$ cat src/rtl/wbmaster_burst_pkg.sv
// Shared types for the burst Wishbone master: FSM states, status codes, default widths.
package wbmaster_burst_pkg;

    typedef enum logic [1:0] {
        ST_IDLE    = 2'd0,
        ST_WAIT_WD = 2'd1,
        ST_BUS     = 2'd2,
        ST_DONE    = 2'd3
    } wbm_state_e;

    typedef enum logic [1:0] {
        WBM_ST_OK  = 2'b00,
        WBM_ST_ERR = 2'b01,
        WBM_ST_TMO = 2'b10
    } wbm_status_e;

    localparam int WBM_AW_DEF      = 8;
    localparam int WBM_DW_DEF      = 8;
    localparam int WBM_SW_DEF      = 1;
    localparam int WBM_LW_DEF      = 4;
    localparam int WBM_TIMEOUT_DEF = 16;

endpackage

$ cat src/rtl/wbmaster_burst_wbm_watchdog.sv
// Bus-phase watchdog: counts cycles without a termination and flags expiry at TIMEOUT-1.
module wbmaster_burst_wbm_watchdog #(
    parameter int TIMEOUT = 16
) (
    input  logic clk_i,
    input  logic rst_n_i,
    input  logic run_i,
    input  logic clr_i,
    output logic expire_o
);

    localparam int CW = $clog2(TIMEOUT) + 1;

    logic [CW-1:0] cnt_q, cnt_d;

    always_comb begin
        cnt_d = cnt_q + CW'(1);
        if (!run_i || clr_i) cnt_d = '0;
    end

    always_ff @(posedge clk_i or negedge rst_n_i) begin
        if (!rst_n_i) cnt_q <= '0;
        else          cnt_q <= cnt_d;
    end

    assign expire_o = run_i && !clr_i && (cnt_q == CW'(TIMEOUT - 1));

endmodule

$ cat src/rtl/wbmaster_burst.sv
// Wishbone classic master running single/incrementing bursts from a local command port.
// Optional watchdog enabled with `define WBM_TIMEOUT_EN.
module wbmaster_burst
    import wbmaster_burst_pkg::*;
#(
    parameter int AW      = WBM_AW_DEF,
    parameter int DW      = WBM_DW_DEF,
    parameter int SW      = WBM_SW_DEF,
    parameter int LW      = WBM_LW_DEF,
    parameter int ADR_INC = 1,
    parameter int TIMEOUT = WBM_TIMEOUT_DEF
) (
    input  logic          CLK_I,
    input  logic          RST_N_I,
    input  logic          CMD_VALID_I,
    output logic          CMD_READY_O,
    input  logic [AW-1:0] CMD_ADR_I,
    input  logic          CMD_WE_I,
    input  logic [SW-1:0] CMD_SEL_I,
    input  logic [LW-1:0] CMD_LEN_I,
    input  logic          WD_VALID_I,
    input  logic [DW-1:0] WD_DAT_I,
    output logic          WD_READY_O,
    output logic          RD_VALID_O,
    output logic [DW-1:0] RD_DAT_O,
    output logic          DONE_O,
    output logic [1:0]    STATUS_O,
    output logic [AW-1:0] ADR_O,
    output logic [DW-1:0] DAT_O,
    output logic          WE_O,
    output logic [SW-1:0] SEL_O,
    output logic          STB_O,
    output logic          CYC_O,
    input  logic [DW-1:0] DAT_I,
    input  logic          ACK_I,
    input  logic          ERR_I,
    input  logic          INTR_I,
    input  logic          IRQ_CLR_I,
    output logic          IRQ_PEND_O
);

    wbm_state_e    state_q, state_d;
    wbm_status_e   status_q, status_d;
    logic [AW-1:0] adr_q, adr_d;
    logic          we_q, we_d;
    logic [SW-1:0] sel_q, sel_d;
    logic [LW-1:0] beats_q, beats_d;
    logic [DW-1:0] dat_q, dat_d;
    logic          mid_q, mid_d;
    logic          rd_vld_q, rd_vld_d;
    logic [DW-1:0] rd_dat_q, rd_dat_d;
    logic          irq_q, irq_d;
    logic          wd_expire;

`ifdef WBM_TIMEOUT_EN
    wbmaster_burst_wbm_watchdog #(.TIMEOUT(TIMEOUT)) u_wdog (
        .clk_i    (CLK_I),
        .rst_n_i  (RST_N_I),
        .run_i    (state_q == ST_BUS),
        .clr_i    (ACK_I | ERR_I),
        .expire_o (wd_expire)
    );
`else
    logic [31:0] unused_timeout;
    assign unused_timeout = 32'(TIMEOUT);
    assign wd_expire      = 1'b0;
`endif

    always_comb begin
        state_d  = state_q;
        status_d = status_q;
        adr_d    = adr_q;
        we_d     = we_q;
        sel_d    = sel_q;
        beats_d  = beats_q;
        dat_d    = dat_q;
        mid_d    = mid_q;
        rd_vld_d = 1'b0;
        rd_dat_d = rd_dat_q;
        // set beats clear when both arrive together
        irq_d    = INTR_I ? 1'b1 : (IRQ_CLR_I ? 1'b0 : irq_q);

        case (state_q)
            ST_IDLE: begin
                mid_d = 1'b0;
                if (CMD_VALID_I) begin
                    adr_d   = CMD_ADR_I;
                    we_d    = CMD_WE_I;
                    sel_d   = CMD_SEL_I;
                    beats_d = CMD_LEN_I;
                    state_d = CMD_WE_I ? ST_WAIT_WD : ST_BUS;
                end
            end
            ST_WAIT_WD: begin
                if (WD_VALID_I) begin
                    dat_d   = WD_DAT_I;
                    state_d = ST_BUS;
                end
            end
            ST_BUS: begin
                if (ERR_I) begin
                    status_d = WBM_ST_ERR;
                    state_d  = ST_DONE;
                end else if (ACK_I) begin
                    if (!we_q) begin
                        rd_vld_d = 1'b1;
                        rd_dat_d = DAT_I;
                    end
                    if (beats_q == '0) begin
                        status_d = WBM_ST_OK;
                        state_d  = ST_DONE;
                    end else begin
                        adr_d   = adr_q + AW'(ADR_INC);
                        beats_d = beats_q - LW'(1);
                        mid_d   = 1'b1;
                        if (we_q) state_d = ST_WAIT_WD;
                    end
                end else if (wd_expire) begin
                    status_d = WBM_ST_TMO;
                    state_d  = ST_DONE;
                end
            end
            ST_DONE: begin
                mid_d   = 1'b0;
                state_d = ST_IDLE;
            end
            default: state_d = ST_IDLE;
        endcase
    end

    always_ff @(posedge CLK_I or negedge RST_N_I) begin
        if (!RST_N_I) begin
            state_q  <= ST_IDLE;
            status_q <= WBM_ST_OK;
            adr_q    <= '0;
            we_q     <= 1'b0;
            sel_q    <= '0;
            beats_q  <= '0;
            dat_q    <= '0;
            mid_q    <= 1'b0;
            rd_vld_q <= 1'b0;
            rd_dat_q <= '0;
            irq_q    <= 1'b0;
        end else begin
            state_q  <= state_d;
            status_q <= status_d;
            adr_q    <= adr_d;
            we_q     <= we_d;
            sel_q    <= sel_d;
            beats_q  <= beats_d;
            dat_q    <= dat_d;
            mid_q    <= mid_d;
            rd_vld_q <= rd_vld_d;
            rd_dat_q <= rd_dat_d;
            irq_q    <= irq_d;
        end
    end

    // Bus strobes decode straight from state so reset releases the bus without a clock edge.
    assign CMD_READY_O = (state_q == ST_IDLE);
    assign WD_READY_O  = (state_q == ST_WAIT_WD);
    assign STB_O       = (state_q == ST_BUS);
    assign CYC_O       = (state_q == ST_BUS) || ((state_q == ST_WAIT_WD) && mid_q);
    assign DONE_O      = (state_q == ST_DONE);
    assign STATUS_O    = status_q;
    assign ADR_O       = adr_q;
    assign DAT_O       = dat_q;
    assign WE_O        = we_q;
    assign SEL_O       = sel_q;
    assign RD_VALID_O  = rd_vld_q;
    assign RD_DAT_O    = rd_dat_q;
    assign IRQ_PEND_O  = irq_q;

endmodule

$ cat config.mk
export PLATFORM = sky130hd
export DESIGN_NAME = wbmaster_burst
export DESIGN_NICKNAME = d
export VERILOG_FILES = /design/src/rtl/wbmaster_burst_pkg.sv /design/src/rtl/wbmaster_burst_wbm_watchdog.sv /design/src/rtl/wbmaster_burst.sv
export SDC_FILE = /design/constraint.sdc
export NUM_CORES = 1
export LEC_CHECK = 0
export BUFFER_PORTS_ARGS = -buffer_cell sky130_fd_sc_hd__buf_4
export CAP_MARGIN = 20
export CORE_AREA = 2 2 66 68
export CTS_CLUSTER_DIAMETER = 200
export CTS_CLUSTER_SIZE = 20
export DETAILED_ROUTE_END_ITERATION = 6
export DIE_AREA = 0 0 68 70
export GPL_ROUTABILITY_DRIVEN = 0
export PLACE_DENSITY = 0.87
export SLEW_MARGIN = 10
export SYNTH_ARGS = -nofsm -noshare
export SYNTH_HDL_FRONTEND = slang
export SYNTH_SLANG_ARGS = --single-unit
export TNS_END_PERCENT = 50
$ cat constraint.sdc
create_clock -name CLK_I -period 1.85 [get_ports CLK_I]
set_input_delay 0.37 -clock CLK_I [delete_from_list [all_inputs] [get_ports CLK_I]]
set_output_delay 0.37 -clock CLK_I [all_outputs]
set_load 0.02 [all_outputs]
Word level (Yosys, flattened, before mapping). Cells that the tools add are included.

Multiplexer cells: 31. Equality and inequality tests: 10. $add $sub $neg: 2. Reduce and logical (&&, ||, !) cells: 17. Bitwise gates (word level): 2.

Operators with widths (number): $mux 8 (4); $mux 2 (10); $mux 4 (4); $pmux 8 s2 (1); $reduce_and 4->1 (3); $reduce_bool 2->1 (5); $mux 1 (9); $add 8x1->8 const B (1); $ne 2x2->1 const B (4); $pmux 2 s4 (1); $pmux 4 s2 (1); $reduce_and 5->1 (1); $eq 2x2->1 const B (2); $logic_not 4->1 (1); $ne 4x1->1 const B (1); $reduce_and 2->1 (2); $sub 4x1->4 const B (1); $ne 3x1->1 const B (1); $reduce_and 3->1 (1); $eq 2x1->1 const B (1); $logic_not 2->1 (1); $ne 2x1->1 const B (1); $not 1->1 (2); $pmux 1 s2 (1); other kinds (3) (3).

Word-level logic and storage cells: 73. Flip-flop bits (word level): 37. Input port bits: 38. Output and inout port bits: 35.

Depth between registers and ports, before layout.
Depth in word-level cells: 5. Mapped depth: 8. Depth with buffers taken out: 6.

Least setup slack after synthesis. No wires, ideal clock.

Path type: register to register. Start point: register state_q[0]. End point: register rd_dat_q[0], in the netlist RD_DAT_O[0]. Required time: 1725 ps. Stages on the path, launching flop included: 6. Arrival: 1683 ps. Clock period less this slack: 1807 ps. Setup time: 125 ps. Setup slack: 43 ps. Path buffers: 0. Cells stage by stage: dfrtp_1 inv_1 ha_1 nand2_1 nor3_4 mux2_2.

Cells in the longest elaborated chain, start to end: 2.

Ends and longest elaborated chain: from (decl) (RTL line wbmaster_burst.sv:42) `wbm_state_e state_q, state_d;`; from (signal assigned) (RTL line wbmaster_burst.sv:145) `state_q <= state_d;`; $eq 2x2->1; named net STB_O (RTL line wbmaster_burst.sv:32) `output logic STB_O,`; $reduce_and 4->1 (no source line); to (signal assigned) (RTL line wbmaster_burst.sv:154) `rd_dat_q <= rd_dat_d;`; to (decl) (RTL line wbmaster_burst.sv:51) `logic [DW-1:0] rd_dat_q, rd_dat_d;`.

The timed path passes the listed nets, and every way through them passes these cells. A chain may end at the register's enable or synchronous reset.

Worst setup path in the final report.
Start point: register state_q[0]. End point: output port STB_O.

Cells in the longest elaborated chain, start to end: 1.

Ends and longest elaborated chain: $eq 2x2->1 (RTL line wbmaster_burst.sv:162) `assign STB_O = (state_q == ST_BUS);`; to (decl) (RTL line wbmaster_burst.sv:32).

Every way passes these cells.

==> impl_metrics.yaml <==
logic_synthesis:
  synth_enable_flop_cells: 0
  synth_cells: 175
  syn_nets: 221
  number_of_register_bits_inferred_by_synthesis: 36
  synth.top_cells.by_area: "sky130_fd_sc_hd__dfrtp_1 49%, sky130_fd_sc_hd__mux2_2 11%, sky130_fd_sc_hd__ha_1 5.4%"
  synthDominantCellAreaShare_pct: 48.7
  post-synth-top-count-cell: "sky130_fd_sc_hd__dfrtp_1"
  synth.yosys.seq_area_share_pct: 48.7
  synth_top_flop_cell: "sky130_fd_sc_hd__dfrtp_1"
  synthTopCellsByCount: "36 x sky130_fd_sc_hd__dfrtp_1, 18 x sky130_fd_sc_hd__mux2_2, 16 x sky130_fd_sc_hd__o21ai_0"
  ys.warnings.count: 0
  synth_cell_type_count: 38
  yosys.area.top_type: "sky130_fd_sc_hd__dfrtp_1"
  postSynth.asyncResetShare_pct: 100
  syn_avg_cell_area_um2: 10.6
  syn-cell-area_mm2: 0.00185
power_and_ir_drop:
  p_leak_nw: 1.24
  total_power_divided_by_cell_area_mw_per_mm2: 1830
  p_total_mw: 4.68
  vdd.ir_drop.worst_mv: 0.898
critical_path:
  critPathCaptureType: "primary output"
  critical_path_peak_fanout: 17
  worst-endpoint-arrival_ps: 1450
  crit_path_start_kind: "flip-flop"
  worstPathRequired_ps: 1480
  criticalPathCategory: "flip-flop to primary output"
run:
  maxCapViolations: 0
timing:
  fin_setup_tns_ps: 0
  max_clock_freq_mhz: 549
  setup_viol_count_final: 0
  min_period_ps: 1820
  slew_at_the_pin_closest_to_its_max_slew_limit_ps: 552
  period_share_pct: 98.4
  timing.max_slew.rel_slack_pct: 63.0
  final_hold_viol_count: 0
  rsz0062_at_grt: "yes"
  clock-skew-final_ps: 7.09
  timing_max_transition_violations_final: 0
clocking:
  clock_sink_count: 36
  cts-hold-fix-buffers: 0
  htree_num_levels: 2
  cts_buffers: 5
  cts.root.buffer_cell: "sky130_fd_sc_hd__clkbuf_8"
  cts.reportedPaths.clkPinSlew_ps: 60
  cts-root-to-sink-buffers: 2
  tritoncts: "done"
  clkLatencyLatePin_ps: 290
worst_hold_path:
  min-delay-path-class: "input port to async pin"
die:
  boundaryPins: 73
  design.die.area_mm2: 0.00476
  start_util_pct: 44.6
  dieHeight_um: 70
  core_region_area_mm2: 0.00414
  rows: 24
  floorplan.die.width_um: 68
routing:
  vias_per_cell: 5.42
  via_count: 1658
  detail_route.wirelength_um: 4490
  wirelength_per_cell_um: 14.7
  drt_first_pass_iters: 4
  detail_route.drc_violations: 0
  dr.first_iter.drc_count: 118
  antenna_left: 0
layout:
  multi_input_comb_area_um2: 886
  drive_above_1_share_pct: 42.5
  fin_nets: 299
  sequential_cell_area_um2: 901
  antennaDiodeCount: 0
  final_cell_count_no_fill: 306
  area_delta_synth_final_pct: 38.5
  filler_cell_count: 360
  final_area_mm2: 0.00256
place:
  place_inst: 297
  post-dp-hpwl_um: 3390
  buffer_ports.inserted: 71
  post_dp_cell_area_mm2: 0.00245
grt:
  first_global_vias: 1637
  antenna_found_initial: 0
  grt_usage_pct: 20.9
  grt_pass1_wl_um: 7490
  grt_max_degree: 37
  grt_total_ovfl: 0
status:
  outcome: "finished, final reports clean"
-- where the power goes --
part / leakage, nW / total (mW) / internal, mW / switching [mW]
Combinational: 0.759 / 2.63 / 1.19 / 1.44
Sequential: 0.432 / 1.48 / 1.17 / 0.305
Clock: 0.0455 / 0.575 / 0.304 / 0.271
Total: 1.24 / 4.68 / 2.67 / 2.02
-- state kept, by name (all words and copies together) (netlist names), 2 cells and up --
register	flops
ADR_O	8
DAT_O	8
RD_DAT_O	8
beats_q	4
state_q	2
-- timing repair --
action,4_1_cts,5_1_grt
gates cloned,0,0
setup endpoints to repair,3,13
pin swaps,1,2
resized for setup,4,1
setup buffers,0,1
-- cells by family (layout without fill, tap and decap cells) --
family,Yosys count,after routing,synth area share [%]
flip-flops,36,36,48.7
other,1,1,0.203
AND/OR/NAND/NOR,52,52,14.7
adder cells (fa/ha/maj),8,8,5.41
buffers and inverters,16,95,3.72
AO/OA/AOI/OAI,40,40,14.1
multiplexers,22,22,13.1
-- worst max-delay path, stage by stage (launching register included) --
cell	delay [ps]
sky130_fd_sc_hd__dfrtp_1	400
sky130_fd_sc_hd__inv_1	130
sky130_fd_sc_hd__ha_2	280
sky130_fd_sc_hd__buf_6	190
sky130_fd_sc_hd__buf_4	160
-- layout make-up --
type                    instances  share of cell area, %
repair buffers                 77                   22.7
multi-input cells             123                   34.6
well taps                      52                   2.54
inverters                      10                   1.47
flip-flops and latches         36                   35.2
clock buffers                   8                   3.52
-- final timing paths --
kind / end / start / slack [ps] / depth (start not counted)
setup / recovery: STB_O / state_q[0]$_DFFE_PN0P_ / 30 / 4
max in group asynchronous: DAT_O[5]$_DFFE_PN0P_ / RST_N_I / 1490 / 1
min in group CLK_I: IRQ_PEND_O$_DFFE_PN0P_ / INTR_I / 260 / 2
hold / removal: beats_q[0]$_DFFE_PN0P_ / RST_N_I / 30 / 1
setup reg to reg: ADR_O[7]$_DFFE_PN0P_ / state_q[0]$_DFFE_PN0P_ / 70 / 7
hold reg to reg: STATUS_O[0]$_DFFE_PN0P_ / STATUS_O[0]$_DFFE_PN0P_ / 500 / 1
-- stage by stage --
step                hold WS (ps)  util [%]  setup WS, ps
CTS                         43.4      61.6          29.2
floorplan                   74.4         -          42.6
global placement             355      59.2          64.9
global route                56.4      61.8         -39.0
finish                      31.9      61.8          29.0
detailed placement           358      59.2          1.78
-- cells in the final DEF, fill, tap and decap left out, drive strengths merged --
master    n
o211ai    1
or4       2
nand2b    2
a31oi     2
nand4     2
a21o      1
and3      3
buf      77
a2111oi   1
nor2      6
dfrtp    36
mux2i     4
clkbuf    8
inv      10
o21a      2
a21oi     6
a32oi     2
o2bb2ai   1
nor2b     1
a2bb2oi   2
o21ai    17
nor3      7
o31ai     2
nor3b     1
nand3    11
nand2    14
a31o      1
conb      1
nor4      2
a22o      1
o211a     1
or3       1
mux2     18
ha        8
-- routing by layer --
metal	part of all wire [%]	routed length (um)	up-vias	global-route usage, %
met5	0	0	-	0
met4	1.4	63	0	7.56
met3	9.0	402	7	6.92
met2	49	2220	71	33.5
met1	40	1800	793	25.8
li1	-	-	787	-
Note: power is estimated with default switching activity, not from simulation.
